<file path="config.mk">
export PLATFORM = sky130hd
export DESIGN_NAME = pkt_desc_gen
export DESIGN_NICKNAME = d
export VERILOG_FILES = /design/src/rtl/pkt_desc_gen.sv
export SDC_FILE = /design/constraint.sdc
export NUM_CORES = 1
export LEC_CHECK = 0
export BUFFER_PORTS_ARGS = -buffer_cell sky130_fd_sc_hd__clkbuf_2
export CAP_MARGIN = 10
export CORE_AREA = 4 4 480 482
export DETAILED_ROUTE_END_ITERATION = 8
export DIE_AREA = 0 0 484 486
export PLACE_DENSITY = 0.3
export SKIP_LAST_GASP = 1
export SYNTH_ARGS = -nofsm -noshare
export SYNTH_HDL_FRONTEND = slang
export SYNTH_SLANG_ARGS = --single-unit
</file>
<file path="constraint.sdc">
create_clock -name clk -period 4.25 [get_ports clk]
set_input_delay 1.275 -clock clk [delete_from_list [all_inputs] [get_ports clk]]
set_output_delay 1.275 -clock clk [all_outputs]
set_load 0.01 [all_outputs]
</file>
<file path="src/rtl/pkt_desc_gen.sv">
// ---------------------------------------------------------------------------
// pkt_desc_gen
//   Takes packet flits plus per-packet metadata from the flow director. It
//   writes each flit (optionally byte-swapped) into the packet buffer and
//   emits one descriptor per packet to the descriptor buffer. Packets longer
//   than MAX_FLITS are cut at MAX_FLITS: the last written flit carries eop,
//   and the remaining flits are consumed and discarded.
//
// Ports
//   clk, rst                    clock, synchronous active-high reset
//   in_*                        flit stream + metadata (valid/ready)
//   in_meta_ready               metadata pop, combinational, with the eop flit
//   out_pkt_*                   packet-buffer write port (registered)
//   out_desc_*                  descriptor write port (registered)
//   stat_*_cnt                  descriptors / truncations / orphan flits
// ---------------------------------------------------------------------------
module pkt_desc_gen #(
  parameter int DATA_WIDTH     = 512,
  parameter int EMPTY_WIDTH    = $clog2(DATA_WIDTH/8),
  parameter int APP_IDX_WIDTH  = 16,
  parameter int FLOW_IDX_WIDTH = 16,
  parameter int SIZE_WIDTH     = 16,
  parameter int MAX_PKT_BYTES  = 9216,
  parameter int BYTE_SWAP      = 1
) (
  input  logic                      clk,
  input  logic                      rst,
  input  logic [DATA_WIDTH-1:0]     in_data,
  input  logic                      in_sop,
  input  logic                      in_eop,
  input  logic [EMPTY_WIDTH-1:0]    in_empty,
  input  logic                      in_valid,
  output logic                      in_ready,
  input  logic                      in_meta_valid,
  input  logic [APP_IDX_WIDTH-1:0]  in_meta_dsc_queue_id,
  input  logic [FLOW_IDX_WIDTH-1:0] in_meta_pkt_queue_id,
  output logic                      in_meta_ready,
  output logic [DATA_WIDTH-1:0]     out_pkt_data,
  output logic                      out_pkt_sop,
  output logic                      out_pkt_eop,
  output logic                      out_pkt_wr_en,
  input  logic                      out_pkt_in_ready,
  output logic [APP_IDX_WIDTH-1:0]  out_desc_dsc_queue_id,
  output logic [FLOW_IDX_WIDTH-1:0] out_desc_pkt_queue_id,
  output logic [SIZE_WIDTH-1:0]     out_desc_size_bytes,
  output logic [SIZE_WIDTH-1:0]     out_desc_size_flits,
  output logic                      out_desc_truncated,
  output logic                      out_desc_wr_en,
  input  logic                      out_desc_in_ready,
  output logic [31:0]               stat_pkt_cnt,
  output logic [31:0]               stat_trunc_cnt,
  output logic [31:0]               stat_err_cnt
);

  localparam int BYTES     = DATA_WIDTH / 8;
  localparam int MAX_FLITS = (MAX_PKT_BYTES + BYTES - 1) / BYTES;
  localparam logic [SIZE_WIDTH-1:0] BYTES_SZ     = SIZE_WIDTH'(BYTES);
  localparam logic [SIZE_WIDTH-1:0] MAX_FLITS_SZ = SIZE_WIDTH'(MAX_FLITS);

  typedef enum logic [1:0] {
    IDLE   = 2'd0,
    IN_PKT = 2'd1,
    DROP   = 2'd2
  } state_e;

  state_e                    state_q;
  logic [SIZE_WIDTH-1:0]     flits_q;

  logic [DATA_WIDTH-1:0]     pkt_data_q;
  logic                      pkt_sop_q, pkt_eop_q, pkt_wr_en_q;
  logic [APP_IDX_WIDTH-1:0]  dsc_qid_q;
  logic [FLOW_IDX_WIDTH-1:0] pkt_qid_q;
  logic [SIZE_WIDTH-1:0]     size_bytes_q, size_flits_q;
  logic                      truncated_q, desc_wr_en_q;
  logic [31:0]               pkt_cnt_q, trunc_cnt_q, err_cnt_q;

  logic                      accept;
  logic [SIZE_WIDTH-1:0]     flits_d;
  logic [SIZE_WIDTH-1:0]     bytes_full;
  logic [SIZE_WIDTH-1:0]     bytes_eop;
  logic                      hit_max;
  logic                      do_write, do_trunc, do_emit;
  logic                      orphan, stray_sop, drop_end;
  logic [DATA_WIDTH-1:0]     data_out;

  // -------------------------------------------------------------------------
  // Data path byte order
  // -------------------------------------------------------------------------
  for (genvar i = 0; i < BYTES; i++) begin : g_byte
    if (BYTE_SWAP != 0) begin : g_swap
      assign data_out[i*8 +: 8] = in_data[(BYTES-1-i)*8 +: 8];
    end else begin : g_pass
      assign data_out[i*8 +: 8] = in_data[i*8 +: 8];
    end
  end

  // -------------------------------------------------------------------------
  // Handshake and per-flit decisions
  // -------------------------------------------------------------------------
  assign in_ready = out_pkt_in_ready & out_desc_in_ready & ~rst;
  assign accept   = in_valid & in_meta_valid & in_ready;

  // Flit count including the flit being accepted this cycle.
  assign flits_d    = (state_q == IDLE) ? SIZE_WIDTH'(1) : flits_q + SIZE_WIDTH'(1);
  assign hit_max    = (flits_d == MAX_FLITS_SZ);
  assign bytes_full = flits_d * BYTES_SZ;
  assign bytes_eop  = bytes_full - SIZE_WIDTH'(in_empty);

  assign do_write  = accept & (((state_q == IDLE) & in_sop) | (state_q == IN_PKT));
  // An eop on the MAX_FLITS flit is a normal end, so eop takes priority.
  assign do_trunc  = do_write & ~in_eop & hit_max;
  assign do_emit   = do_write & (in_eop | hit_max);
  assign orphan    = accept & (state_q == IDLE) & ~in_sop;
  assign stray_sop = accept & (state_q == IN_PKT) & in_sop;
  assign drop_end  = accept & (state_q == DROP) & in_eop;

  // Metadata is popped together with the flit that ends the packet on the
  // input side, whether it was written or dropped. A truncated packet keeps
  // its metadata until its real eop arrives in DROP.
  assign in_meta_ready = accept & in_eop & ((state_q != IDLE) | in_sop);

  // -------------------------------------------------------------------------
  // FSM and registered outputs
  // -------------------------------------------------------------------------
  // NOTE: every register here uses non-blocking assignment so all of them
  // update from the same pre-edge values; blocking would chain them.
  always_ff @(posedge clk) begin
    if (rst) begin
      state_q      <= IDLE;
      flits_q      <= '0;
      pkt_data_q   <= '0;
      pkt_sop_q    <= 1'b0;
      pkt_eop_q    <= 1'b0;
      pkt_wr_en_q  <= 1'b0;
      dsc_qid_q    <= '0;
      pkt_qid_q    <= '0;
      size_bytes_q <= '0;
      size_flits_q <= '0;
      truncated_q  <= 1'b0;
      desc_wr_en_q <= 1'b0;
      pkt_cnt_q    <= '0;
      trunc_cnt_q  <= '0;
      err_cnt_q    <= '0;
    end else begin
      // Strobes are single-cycle pulses.
      pkt_wr_en_q  <= 1'b0;
      pkt_sop_q    <= 1'b0;
      pkt_eop_q    <= 1'b0;
      desc_wr_en_q <= 1'b0;
      truncated_q  <= 1'b0;

      if (do_write) begin
        pkt_data_q  <= data_out;
        pkt_wr_en_q <= 1'b1;
        // A stray sop inside a packet is written as a plain data flit.
        pkt_sop_q   <= (state_q == IDLE);
        pkt_eop_q   <= in_eop | do_trunc;
        flits_q     <= flits_d;
        if (do_trunc)    state_q <= DROP;
        else if (in_eop) state_q <= IDLE;
        else             state_q <= IN_PKT;
      end else if (drop_end) begin
        state_q <= IDLE;
      end

      if (do_emit) begin
        desc_wr_en_q <= 1'b1;
        dsc_qid_q    <= in_meta_dsc_queue_id;
        pkt_qid_q    <= in_meta_pkt_queue_id;
        size_flits_q <= flits_d;
        size_bytes_q <= do_trunc ? bytes_full : bytes_eop;
        truncated_q  <= do_trunc;
        pkt_cnt_q    <= pkt_cnt_q + 32'd1;
      end

      if (do_trunc) trunc_cnt_q <= trunc_cnt_q + 32'd1;
      if (orphan | stray_sop) err_cnt_q <= err_cnt_q + 32'd1;
    end
  end

  assign out_pkt_data          = pkt_data_q;
  assign out_pkt_sop           = pkt_sop_q;
  assign out_pkt_eop           = pkt_eop_q;
  assign out_pkt_wr_en         = pkt_wr_en_q;
  assign out_desc_dsc_queue_id = dsc_qid_q;
  assign out_desc_pkt_queue_id = pkt_qid_q;
  assign out_desc_size_bytes   = size_bytes_q;
  assign out_desc_size_flits   = size_flits_q;
  assign out_desc_truncated    = truncated_q;
  assign out_desc_wr_en        = desc_wr_en_q;
  assign stat_pkt_cnt          = pkt_cnt_q;
  assign stat_trunc_cnt        = trunc_cnt_q;
  assign stat_err_cnt          = err_cnt_q;

endmodule

</file>
; Yosys cells after proc, flatten, opt, wreduce, memory -nomap -nowiden
; Cells that the tools add are included.
[totals]
register_bits = 695
word_cells = 63
output_inout_bits = 679
[classes]
eq_ne = 3
mux = 8
add_sub_neg = 5
n_bitwise = 27
reduce_logical = 5
[op_table]
columns = op, count
row1 = "32-bit by 1-bit adder with 32-bit output, second input constant", 3
row2 = 16-bit 2-to-1 mux, 2
row3 = 1-bit bitwise AND, 17
row4 = "16-bit by 1-bit adder with 16-bit output, second input constant", 1
row5 = "16-bit by 8-bit == test with 1-bit output, second input constant", 1
row6 = 16-bit by 6-bit subtractor with 16-bit output, 1
row7 = 2-bit 2-to-1 mux, 3
row8 = 1-bit NOT, 5
row9 = 1-bit OR, 5
row10 = 2-bit nonzero test, 2
row11 = 2-bit OR reduction, 2
row12 = 1-bit 2-to-1 mux, 3
row13 = "2-bit by 1-bit == test with 1-bit output, second input constant", 1
row14 = "2-bit == test, second input constant", 1
row15 = 2-bit logical NOT, 1

; Logic depth before layout (Yosys ltp)
; Gate-level depths: netlist of run 1.
[depth]
word_depth = 8
depth_mapped = 12
depth_no_buf = 9

; Worst setup path before layout of run 1
; Ideal clock, no wire load.
[synth_path]
path_type = input port to flip-flop
start = in rst
end = reg pkt_cnt_q[22], in the netlist stat_pkt_cnt[22]
setup_time_ns = 0.121
cell_stages = 10
arrival_ns = 3.514
slack_ns = 0.615
t_required_ns = 4.129
cell_sequence = clkbuf_1 > nand3b_1 > or4_1 > clkbuf_1 > clkinv_1 > and2_1 > clkbuf_1 > nand3_1 > a211oi_1 > mux2_2
[synth_between]
elab_chain_len = 5
[synth_lines]
columns = element, line_no
row1 = "start, declared", 27  ; input logic rst,
row2 = 1-bit NOT, 100  ; assign in_ready = out_pkt_in_ready & out_desc_in_ready & ~rst;
row3 = 1-bit bitwise AND, 100
row4 = 1-bit bitwise AND, 101  ; assign accept = in_valid & in_meta_valid & in_ready;
row5 = 1-bit bitwise AND, 109  ; assign do_write = accept & (((state_q == IDLE) & in_sop) | (state_q == IN_PKT));
row6 = 1-bit bitwise AND, 112  ; assign do_emit = do_write & (in_eop | hit_max);
row7 = "end signal, assigned", 173  ; pkt_cnt_q <= pkt_cnt_q + 32'd1;
row8 = "end, declared", 75  ; logic [31:0] pkt_cnt_q, trunc_cnt_q, err_cnt_q;
; Parallel ways exist; a longest one is shown, timed or not.
; A chain may end at the register's enable or synchronous reset.

; Worst setup path after layout of run 1
[layout_path]
start = reg flits_q[1]
end = reg trunc_cnt_q[6], in the netlist stat_trunc_cnt[6]
[layout_between]
elab_chain_len = 4
[layout_lines]
columns = element, line_no
row1 = "start, declared", 67  ; logic [SIZE_WIDTH-1:0] flits_q;
row2 = "start signal, assigned", 158  ; flits_q <= flits_d;
row3 = 16-bit by 1-bit adder with 16-bit output, 104  ; assign flits_d = (state_q == IDLE) ? SIZE_WIDTH'(1) : flits_q + SIZE_WIDTH'(1);
row4 = 16-bit 2-to-1 mux, 104
row5 = 16-bit by 8-bit == test with 1-bit output, 105  ; assign hit_max = (flits_d == MAX_FLITS_SZ);
row6 = 1-bit bitwise AND, 111  ; assign do_trunc = do_write & ~in_eop & hit_max;
row7 = "end signal, assigned", 176  ; if (do_trunc) trunc_cnt_q <= trunc_cnt_q + 32'd1;
row8 = "end, declared", 75
; No other way between the ends.

==> impl_metrics.ini, run 1 <==
[pwr]
p_leak_nw = 15.4
power.share.combinational = 0.041
sw_frac_of_total = 0.246
p_switching_mw = 3.91
total_power_mw = 15.9
clockPowerShare = 0.546
intPower_mw = 12.0
vdd_drop_max_v = 0.000271
p_per_area_nw_per_um2 = 406
seq_power_share = 0.413

[critical_path]
crit_path_end_kind = flop
cp.required_ns = 4.91
cp_cell_sequence = ha_1 -> nand3_1 -> buf_4 -> o31ai_1 -> o211ai_1 -> or3_1 -> buf_12 -> buf_4 -> or4_1 -> a21oi_1
crit_slowest_cell = or3_1
path_common_cell = buf_4
rr_endpoint = stat_trunc_cnt[6]
worstPathBufferInverterCount = 3
r2r_start = flits_q[1]
arrival_ns = 4.25
cpPeakStageDelay_ns = 0.64
cp-start-kind = flop
crit_fanout = 36
path_delay_family = simple AND/OR/NAND/NOR gates
path_class = reg -> reg
ff2ff_setup_slack_ns = 0.66
reg2regPathDepth = 10

[cells_and_area]
drive_gt1_frac = 0.333
final_common_cell = clkbuf_2
utilization = 0.173
mostFrequentLayoutCells = clkbuf_2 (1235), nand2_1 (1083), dfxtp_1 (695)
area_delta_synth_final_pct = 49.8
nNetsFinal = 5002

[sta]
tightest_slew_ns = 1.16
period_minus_slack_ns = 3.59
grt_setup_unrepaired = no
relSlewSlack = 0.230
final.setup.worst_slack_ns = 0.661
hold_violations = 0
holdWs_ns = 0.452
finalSetupTns_ns = 0
min_period_over_period = 0.844
setup_viol = 0
clock_skew_ns = 0.0407
fmax_mhz = 279
maxSlewViolCount = 0

[grt]
grt_pass1_wl_um = 241000
grt.total_usage = 0.146
grt_max_degree = 174
grt_overflow = 0
grt_pass1_vias = 27500
antenna_found_initial = 89

[die]
die-area_um2 = 235000
die_w_um = 484
std_cell_rows = 175
io_pins = 1237
core_um2 = 226000
start_util = 0.116
die_height_um = 486

[flow_run]
drv_cap = 0

[yosys]
yosys_warnings = 0
synthFlopType = dfxtp_1
synth-seq-area-share = 0.531
syn_nets = 3860
synth_edf_count = 0
ys_top_cells_by_area = dfxtp_1 (53%), nand2_1 (16%), a21oi_1 (12%)
ys_ff_latch = 695
synthCells = 3297
synth_area_per_cell_um2 = 7.95
syn_area_um2 = 26200
async_flop_share = 0
netlist.area_leader.share = 0.531
yosysTopAreaCell = dfxtp_1
ys_types = 58

[cts]
cts_max_path_buffers = 3
clk_latency_ns = 0.74
ctsHtreeMaxLevel = 3
numCtsBuffers = 98
hold_buffers = 0
cts_setup_buffers = 0
cts_tree = yes
postCtsResizedCells = 0
cts_sinks = 695
cts-root-buf = clkbuf_16
clk_pin_slew_ns = 0.06

[routing]
wl_um = 179000
first_pass_iters = 5
wire_per_inst_um = 23.7
first_iter_violations = 1340
vias_per_cell = 3.68
ant_nets = 0
vias = 27800
drc_errors = 0

[placed_design]
place_ws_ns = 0.243
io_buffer_count = 1236
place_congestion = 0.882
hpwl_um = 143000

[hold_path]
min_path_type = reg -> reg
hold_end = out_pkt_data[248]
worstHoldPathCells = 2
min_from = out_pkt_data[248]

[outcome]
status = finished, final reports clean
## synthesized netlist by cell type, types with 3 or more instances
| cell type | instances |
|---|---|
| o2111ai_1 | 6 |
| buf_6 | 5 |
| o21ai_0 | 81 |
| or2_2 | 7 |
| a21oi_1 | 614 |
| dfxtp_1 | 695 |
| and2_1 | 5 |
| clkbuf_1 | 225 |
| nor2_1 | 103 |
| nand2_1 | 1083 |
| nand4_1 | 26 |
| inv_1 | 22 |
| nor3_1 | 19 |
| a31oi_1 | 3 |
| nand4b_1 | 14 |
| nand3_1 | 73 |
| ha_1 | 5 |
| mux2_2 | 32 |
| mux2i_1 | 5 |
| xor2_1 | 26 |
| nand2b_1 | 17 |
| xnor2_1 | 25 |
| buf_2 | 10 |
| o211ai_1 | 6 |
| buf_1 | 13 |
| and3_1 | 10 |
| o31ai_1 | 23 |
| o21a_1 | 3 |
| nand3b_1 | 4 |
| or3_1 | 23 |
| nor2b_1 | 32 |
| a211oi_1 | 7 |
| a21boi_0 | 3 |
| or4_1 | 22 |
| nor4_1 | 14 |
| and4_1 | 8 |
## layer usage
metal  vias up  part of all wire  GRT usage  wire length [um]
li1      13300                 -          -                 -
met1     13100              0.37      0.154             66300
met2      1046              0.48      0.249             86400
met3       271              0.12     0.0827             21200
met4        78             0.025     0.0373              4460
met5         -            0.0029          0               518
## cell type report
type / count / area [um2]
repair buffers: 1295 / 6860
fillers: 26000 / 187000
diodes: 20 / 50.0
clock inverters: 36 / 519
clock buffers: 141 / 2840
flip-flops and latches: 695 / 13900
inverters: 23 / 93.8
multi-input cells: 2326 / 11200
well taps: 3009 / 3760
## power by group through the flow
stage / logic [mW] / registers, mW / clock network (mW)
after floorplan: 0.184 / 6.73 / 0
after global placement: 0.670 / 6.72 / 0
after detailed placement: 0.668 / 6.72 / 0
after CTS: 0.672 / 6.58 / 9.12
after global routing: 0.715 / 6.58 / 9.32
final: 0.650 / 6.58 / 8.70
## per-stage QoR
| stage | instance area [um2] | instances |
|---|---|---|
| CTS | 39200 | 7525 |
| global placement | 35800 | 7348 |
| floorplan | 26200 | 3297 |
| detailed placement | 35800 | 7348 |
| global route | 39200 | 7532 |
| finish | 39300 | 7545 |
## worst reg2reg max path, cell delays in order, from the launching register on
cell and delay, ns:
dfxtp_1 0.45, ha_1 0.30, nand3_1 0.12, buf_4 0.19
o31ai_1 0.26, o211ai_1 0.42, or3_1 0.64, buf_12 0.23
buf_4 0.22, or4_1 0.52, a21oi_1 0.15
## worst max path at each step
stage	startpoint	end	slack [ns]	cells after the start
after detailed placement	rst	stat_trunc_cnt[7]	0.24	11
after global placement	rst	stat_trunc_cnt[30]	0.19	11
after floorplan	rst	stat_pkt_cnt[22]	0.61	10
after CTS	flits_q[1]	stat_trunc_cnt[7]	0.65	10
after global routing	flits_q[1]	stat_trunc_cnt[8]	0.43	10
final	flits_q[1]	stat_trunc_cnt[6]	0.66	10
## sequential cells by signal, indices dropped and copies added (netlist names), 2 cells and up
register / flops
out_desc_dsc_queue_id: 16
out_desc_size_flits: 16
out_desc_size_bytes: 16
flits_q: 16
stat_trunc_cnt: 32
stat_pkt_cnt: 32
out_desc_pkt_queue_id: 16
out_pkt_data: 512
state_q: 2
stat_err_cnt: 32
## cell families after synthesis
group | Yosys count | share of synthesized area
AOI/OAI and AO/OA | 760 | 0.153
xor gates and xnor gates | 51 | 0.0170
buffers and inverters | 276 | 0.0414
adders and majority gates | 5 | 0.00239
muxes | 37 | 0.0157
DFF | 695 | 0.531
and+or+nand+nor | 1473 | 0.239
Power figures use the tool's default switching activity.
==> inputs of run 2 (changes only) <==
- clock period: 4.25 -> 3.1 ns (I/O delays scaled with it)
==> run 2 against run 1 <==
Against the previous run: critical path depth is 2 lower; final area rose by 2.4%; global-route usage is 0.30 points higher; flip-flop and latch count stayed put; core utilization rose by 0.42 points; non-clock buffer count is 118 higher; clock-buffer cell count shrank 9; combinational power grew 39%; power is 34% higher; hold slack got worse by 0.023 ns; final cell count is 1.5% higher.
==> impl_metrics.ini, run 2 (synthesized netlist as in run 1, its figures left out) <==
[outcome]
status = finished, final reports clean

[sta]
finalSetupTns_ns = 0
hold_violations = 0
grt_setup_unrepaired = yes
fmax_mhz = 335
final.setup.worst_slack_ns = 0.115
maxSlewViolCount = 0
holdWs_ns = 0.429
relSlewSlack = 0.215
min_period_over_period = 0.963
clock_skew_ns = 0.0318
period_minus_slack_ns = 2.98
setup_viol = 0
tightest_slew_ns = 1.18

[pwr]
intPower_mw = 16.1
vdd_drop_max_v = 0.000334
clockPowerShare = 0.536
seq_power_share = 0.421
p_per_area_nw_per_um2 = 532
p_switching_mw = 5.28
sw_frac_of_total = 0.247
power.share.combinational = 0.042
total_power_mw = 21.4
p_leak_nw = 15.9

[grt]
grt.total_usage = 0.149
grt_pass1_vias = 28100
grt_max_degree = 167
antenna_found_initial = 137
grt_overflow = 0
grt_pass1_wl_um = 245000

[cts]
clk_pin_slew_ns = 0.06
cts_max_path_buffers = 3
hold_buffers = 0
numCtsBuffers = 98
cts_sinks = 695
cts-root-buf = clkbuf_16
cts_tree = yes
ctsHtreeMaxLevel = 3
clk_latency_ns = 0.72

[placed_design]
io_buffer_count = 1236
place_ws_ns = -0.371
hpwl_um = 148000
dpl_cell_area_um2 = 36800
placedCellCount = 7464
place_congestion = 0.894

[critical_path]
cp-start-kind = input pin
reg2regPathDepth = 11
crit_fanout = 2
rr_endpoint = stat_pkt_cnt[24]
crit_start = rst
endpoint = in_meta_ready
crit_path_end_kind = primary output
r2r_start = flits_q[6]
path_class = in -> out
ff2ff_setup_slack_ns = 0.12
cp.required_ns = 2.17
arrival_ns = 2.05

[die]
start_util = 0.116
io_pins = 1237
core_um2 = 226000
die_w_um = 484
die_height_um = 486
die-area_um2 = 235000
std_cell_rows = 175

[cells_and_area]
mostFrequentLayoutCells = clkbuf_2 (1234), nand2_1 (1082), dfxtp_1 (693)
nNetsFinal = 5120
utilization = 0.178
final_cell_count_no_fill = 7661
drive_gt1_frac = 0.355
largest_reg_flops = 512
final_cell_area_um2 = 40200
final_common_cell = clkbuf_2
area_delta_synth_final_pct = 53.4
fillers = 26100

[routing]
first_iter_violations = 1156
wire_per_inst_um = 23.9
first_pass_iters = 5
drc_errors = 0
vias_per_cell = 3.71
vias = 28500
ant_nets = 0
wl_um = 183000

[hold_path]
min_path_type = in -> reg

[flow_run]
drv_cap = 0
[run 2: power groups by stage]
stage / registers [mW] / clock network [mW] / logic (mW)
after floorplan: 9.23 / 0 / 0.253
after global placement: 9.21 / 0 / 0.929
after detailed placement: 9.21 / 0 / 0.928
after CTS: 9.02 / 12.1 / 0.934
after global routing: 9.02 / 12.3 / 0.994
final: 9.02 / 11.5 / 0.905
[run 2: final cells by class]
| class | count | area, um2 | area share |
|---|---|---|---|
| Antenna cell | 22 | 55.1 | 0.00137 |
| Timing Repair Buffer | 1413 | 7810 | 0.194 |
| Sequential cell | 695 | 13900 | 0.346 |
| Clock inverter | 41 | 472 | 0.0117 |
| Clock buffer | 132 | 2700 | 0.0672 |
| Multi-Input combinational cell | 2326 | 11400 | 0.283 |
| Inverter | 23 | 93.8 | 0.00233 |
| Tap cell | 3009 | 3760 | 0.0936 |
[run 2: timing repair]
action	CTS	global route
setup buffers	2	1
resized for setup	17	10
cloned	0	0
endpoints found under the setup margin	90	30
pin swaps	4	2
[run 2: critical path, stage by stage]
cell	delay (ns)
buf_8	0.10
nand3b_1	0.29
nor2_1	0.17
buf_4	0.12
nand2_1	0.06
nor2_1	0.10
buf_4	0.13
clkbuf_8	0.14
[run 2: worst min path at each step]
stage,depth (start not counted),from,end,slack (ns)
detailed placement,2,out_pkt_data[306],out_pkt_data[306],0.45
global placement,2,out_pkt_data[432],out_pkt_data[432],0.44
CTS,3,in_data[62],out_pkt_data[454],0.33
finish,3,in_data[103],out_pkt_data[415],0.43
floorplan,2,flits_q[13],flits_q[13],0.46
global route,3,in_data[94],out_pkt_data[422],0.37
[run 2: layer usage]
metal | GRT usage | vias up | wire length, um
li1 | - | 13600 | -
met1 | 0.166 | 13400 | 71400
met2 | 0.263 | 1085 | 89900
met3 | 0.0627 | 330 | 17100
met4 | 0.0311 | 94 | 4080
met5 | 0 | - | 586
==> inputs of run 3 (changes only) <==
- CTS_BUF_LIST: unset -> sky130_fd_sc_hd__clkbuf_8
- SKIP_LAST_GASP: 1 -> unset
==> run 3 against run 2 <==
Against the previous run: sequential share of layout area hardly changed; clock power is 7% lower; clock skew is 0.0052 ns higher; via count is 1.1% higher; combinational power hardly changed; critical path depth is 1 higher; sequential power hardly changed; register-to-register slack hardly changed; core utilization hardly changed.
==> impl_metrics.ini, run 3 (synthesized netlist as in run 1, its figures left out) <==
[critical_path]
path_class = in -> out
arrival_ns = 2.09
reg2regPathDepth = 9
cpPeakStageDelay_ns = 0.25
path_delay_family = buffers and inverters
worst-path-stages = 9
cp.required_ns = 2.17
crit_start = rst
crit_slowest_cell = nand3b_1
ff2ff_setup_slack_ns = 0.11
rr_endpoint = stat_pkt_cnt[25]
crit_path_end_kind = primary output
crit_fanout = 3
r2r_start = flits_q[1]
cp_cell_sequence = buf_8 -> nand3b_1 -> buf_6 -> nor2_2 -> buf_4 -> nand2_1 -> nor2_1 -> buf_4 -> buf_6
endpoint = in_meta_ready
cp-start-kind = input pin
worstPathBufferInverterCount = 5

[flow_run]
drv_cap = 0

[sta]
setup_viol = 0
fmax_mhz = 331
clock_skew_ns = 0.0370
tightest_slew_ns = 1.15
min_period_over_period = 0.975
relSlewSlack = 0.235
maxSlewViolCount = 0
grt_setup_unrepaired = yes
finalSetupTns_ns = 0
period_minus_slack_ns = 3.02
hold_violations = 0

[routing]
first_pass_iters = 7
wl_um = 184000
drc_errors = 0
ant_nets = 0
wire_per_inst_um = 23.7
vias_per_cell = 3.71
vias = 28800
first_iter_violations = 1205

[grt]
grt.total_usage = 0.150
grt_overflow = 0
grt_pass1_vias = 28700
grt_pass1_wl_um = 248000
grt_max_degree = 167
antenna_found_initial = 131

[die]
die_height_um = 486
die_w_um = 484
std_cell_rows = 175
die-area_um2 = 235000
core_um2 = 226000
start_util = 0.116
io_pins = 1237

[cts]
cts-root-buf = clkbuf_8
ctsHtreeMaxLevel = 4
clk_latency_ns = 0.92
cts_tree = yes
cts_sinks = 695
clk_pin_slew_ns = 0.05
hold_buffers = 0
cts_max_path_buffers = 3
numCtsBuffers = 155

[cells_and_area]
area_delta_synth_final_pct = 53.3
final_common_cell = clkbuf_2
drive_gt1_frac = 0.363
largest_reg_flops = 512
mostFrequentLayoutCells = clkbuf_2 (1234), nand2_1 (1082), dfxtp_1 (693)
nNetsFinal = 5181
final_cell_area_um2 = 40200

[hold_path]
min_path_type = in -> reg

[pwr]
p_leak_nw = 16.1
vdd_drop_max_v = 0.000453
p_per_area_nw_per_um2 = 513

[placed_design]
dpl_cell_area_um2 = 36800
hpwl_um = 148000
io_buffer_count = 1236
place_congestion = 0.894

[outcome]
status = finished, final reports clean
run 3: area by class of cell:
cell class,instances,area [um2]
clock buffer,184,2530
timing repair buffer,1417,7840
antenna,35,87.6
tap,3009,3760
multi-input combinational,2326,11400
sequential,695,13900
clock inverter,74,548
fill,26200,186000
inverter,23,93.8
run 3: per-stage QoR:
stage	power [mW]	instances	setup slack, ns	utilization	hold WS [ns]
global route	21.7	7746	-0.0697	0.177	0.0878
global placement	10.1	7464	-0.438	0.163	0.441
floorplan	9.49	3297	-0.0150	-	0.462
detailed placement	10.1	7464	-0.371	0.163	0.446
finish	20.6	7763	0.0783	0.177	0.224
CTS	21.3	7724	-0.164	0.177	0.0409
run 3: power breakdown:
part | total, mW | switching [mW] | internal, mW
Sequential | 9.03 | 0.0319 | 8.99
Clock | 10.7 | 4.92 | 5.75
Combinational | 0.908 | 0.531 | 0.377
Total | 20.6 | 5.48 | 15.1
run 3: worst reg2reg max path, stage by stage (launching register included):
cell      delay, ns
dfxtp_1        0.41
nand3_1        0.23
nor4_1         0.39
xnor2_1        0.20
nand4b_1       0.24
buf_6          0.21
or3_1          0.39
buf_6          0.18
a211oi_1       0.28
mux2_2         0.36
run 3: routing by layer:
| metal | share of wire | routed length [um] | global-route usage | vias up |
|---|---|---|---|---|
| li1 | - | - | - | 13700 |
| met1 | 0.39 | 71200 | 0.164 | 13400 |
| met2 | 0.48 | 89100 | 0.257 | 1157 |
| met3 | 0.097 | 17900 | 0.0719 | 366 |
| met4 | 0.028 | 5210 | 0.0454 | 96 |
| met5 | 0.0034 | 621 | 0 | - |
run 3: timing repair:
item / 4_1_cts / 5_1_grt
endpoints found under the setup margin: 77 / 59
gates resized for setup: 20 / 10
buffers inserted: 2 / 5
pin swaps: 3 / 6
run 3: worst min path at each step:
stage | start | slack [ns] | depth (start not counted) | end
floorplan | flits_q[13] | 0.46 | 2 | flits_q[13]
global placement | out_pkt_data[432] | 0.44 | 2 | out_pkt_data[432]
detailed placement | out_pkt_data[306] | 0.45 | 2 | out_pkt_data[306]
CTS | in_data[347] | 0.04 | 3 | out_pkt_data[163]
global route | in_data[288] | 0.09 | 3 | out_pkt_data[216]
finish | in_data[284] | 0.22 | 3 | out_pkt_data[228]
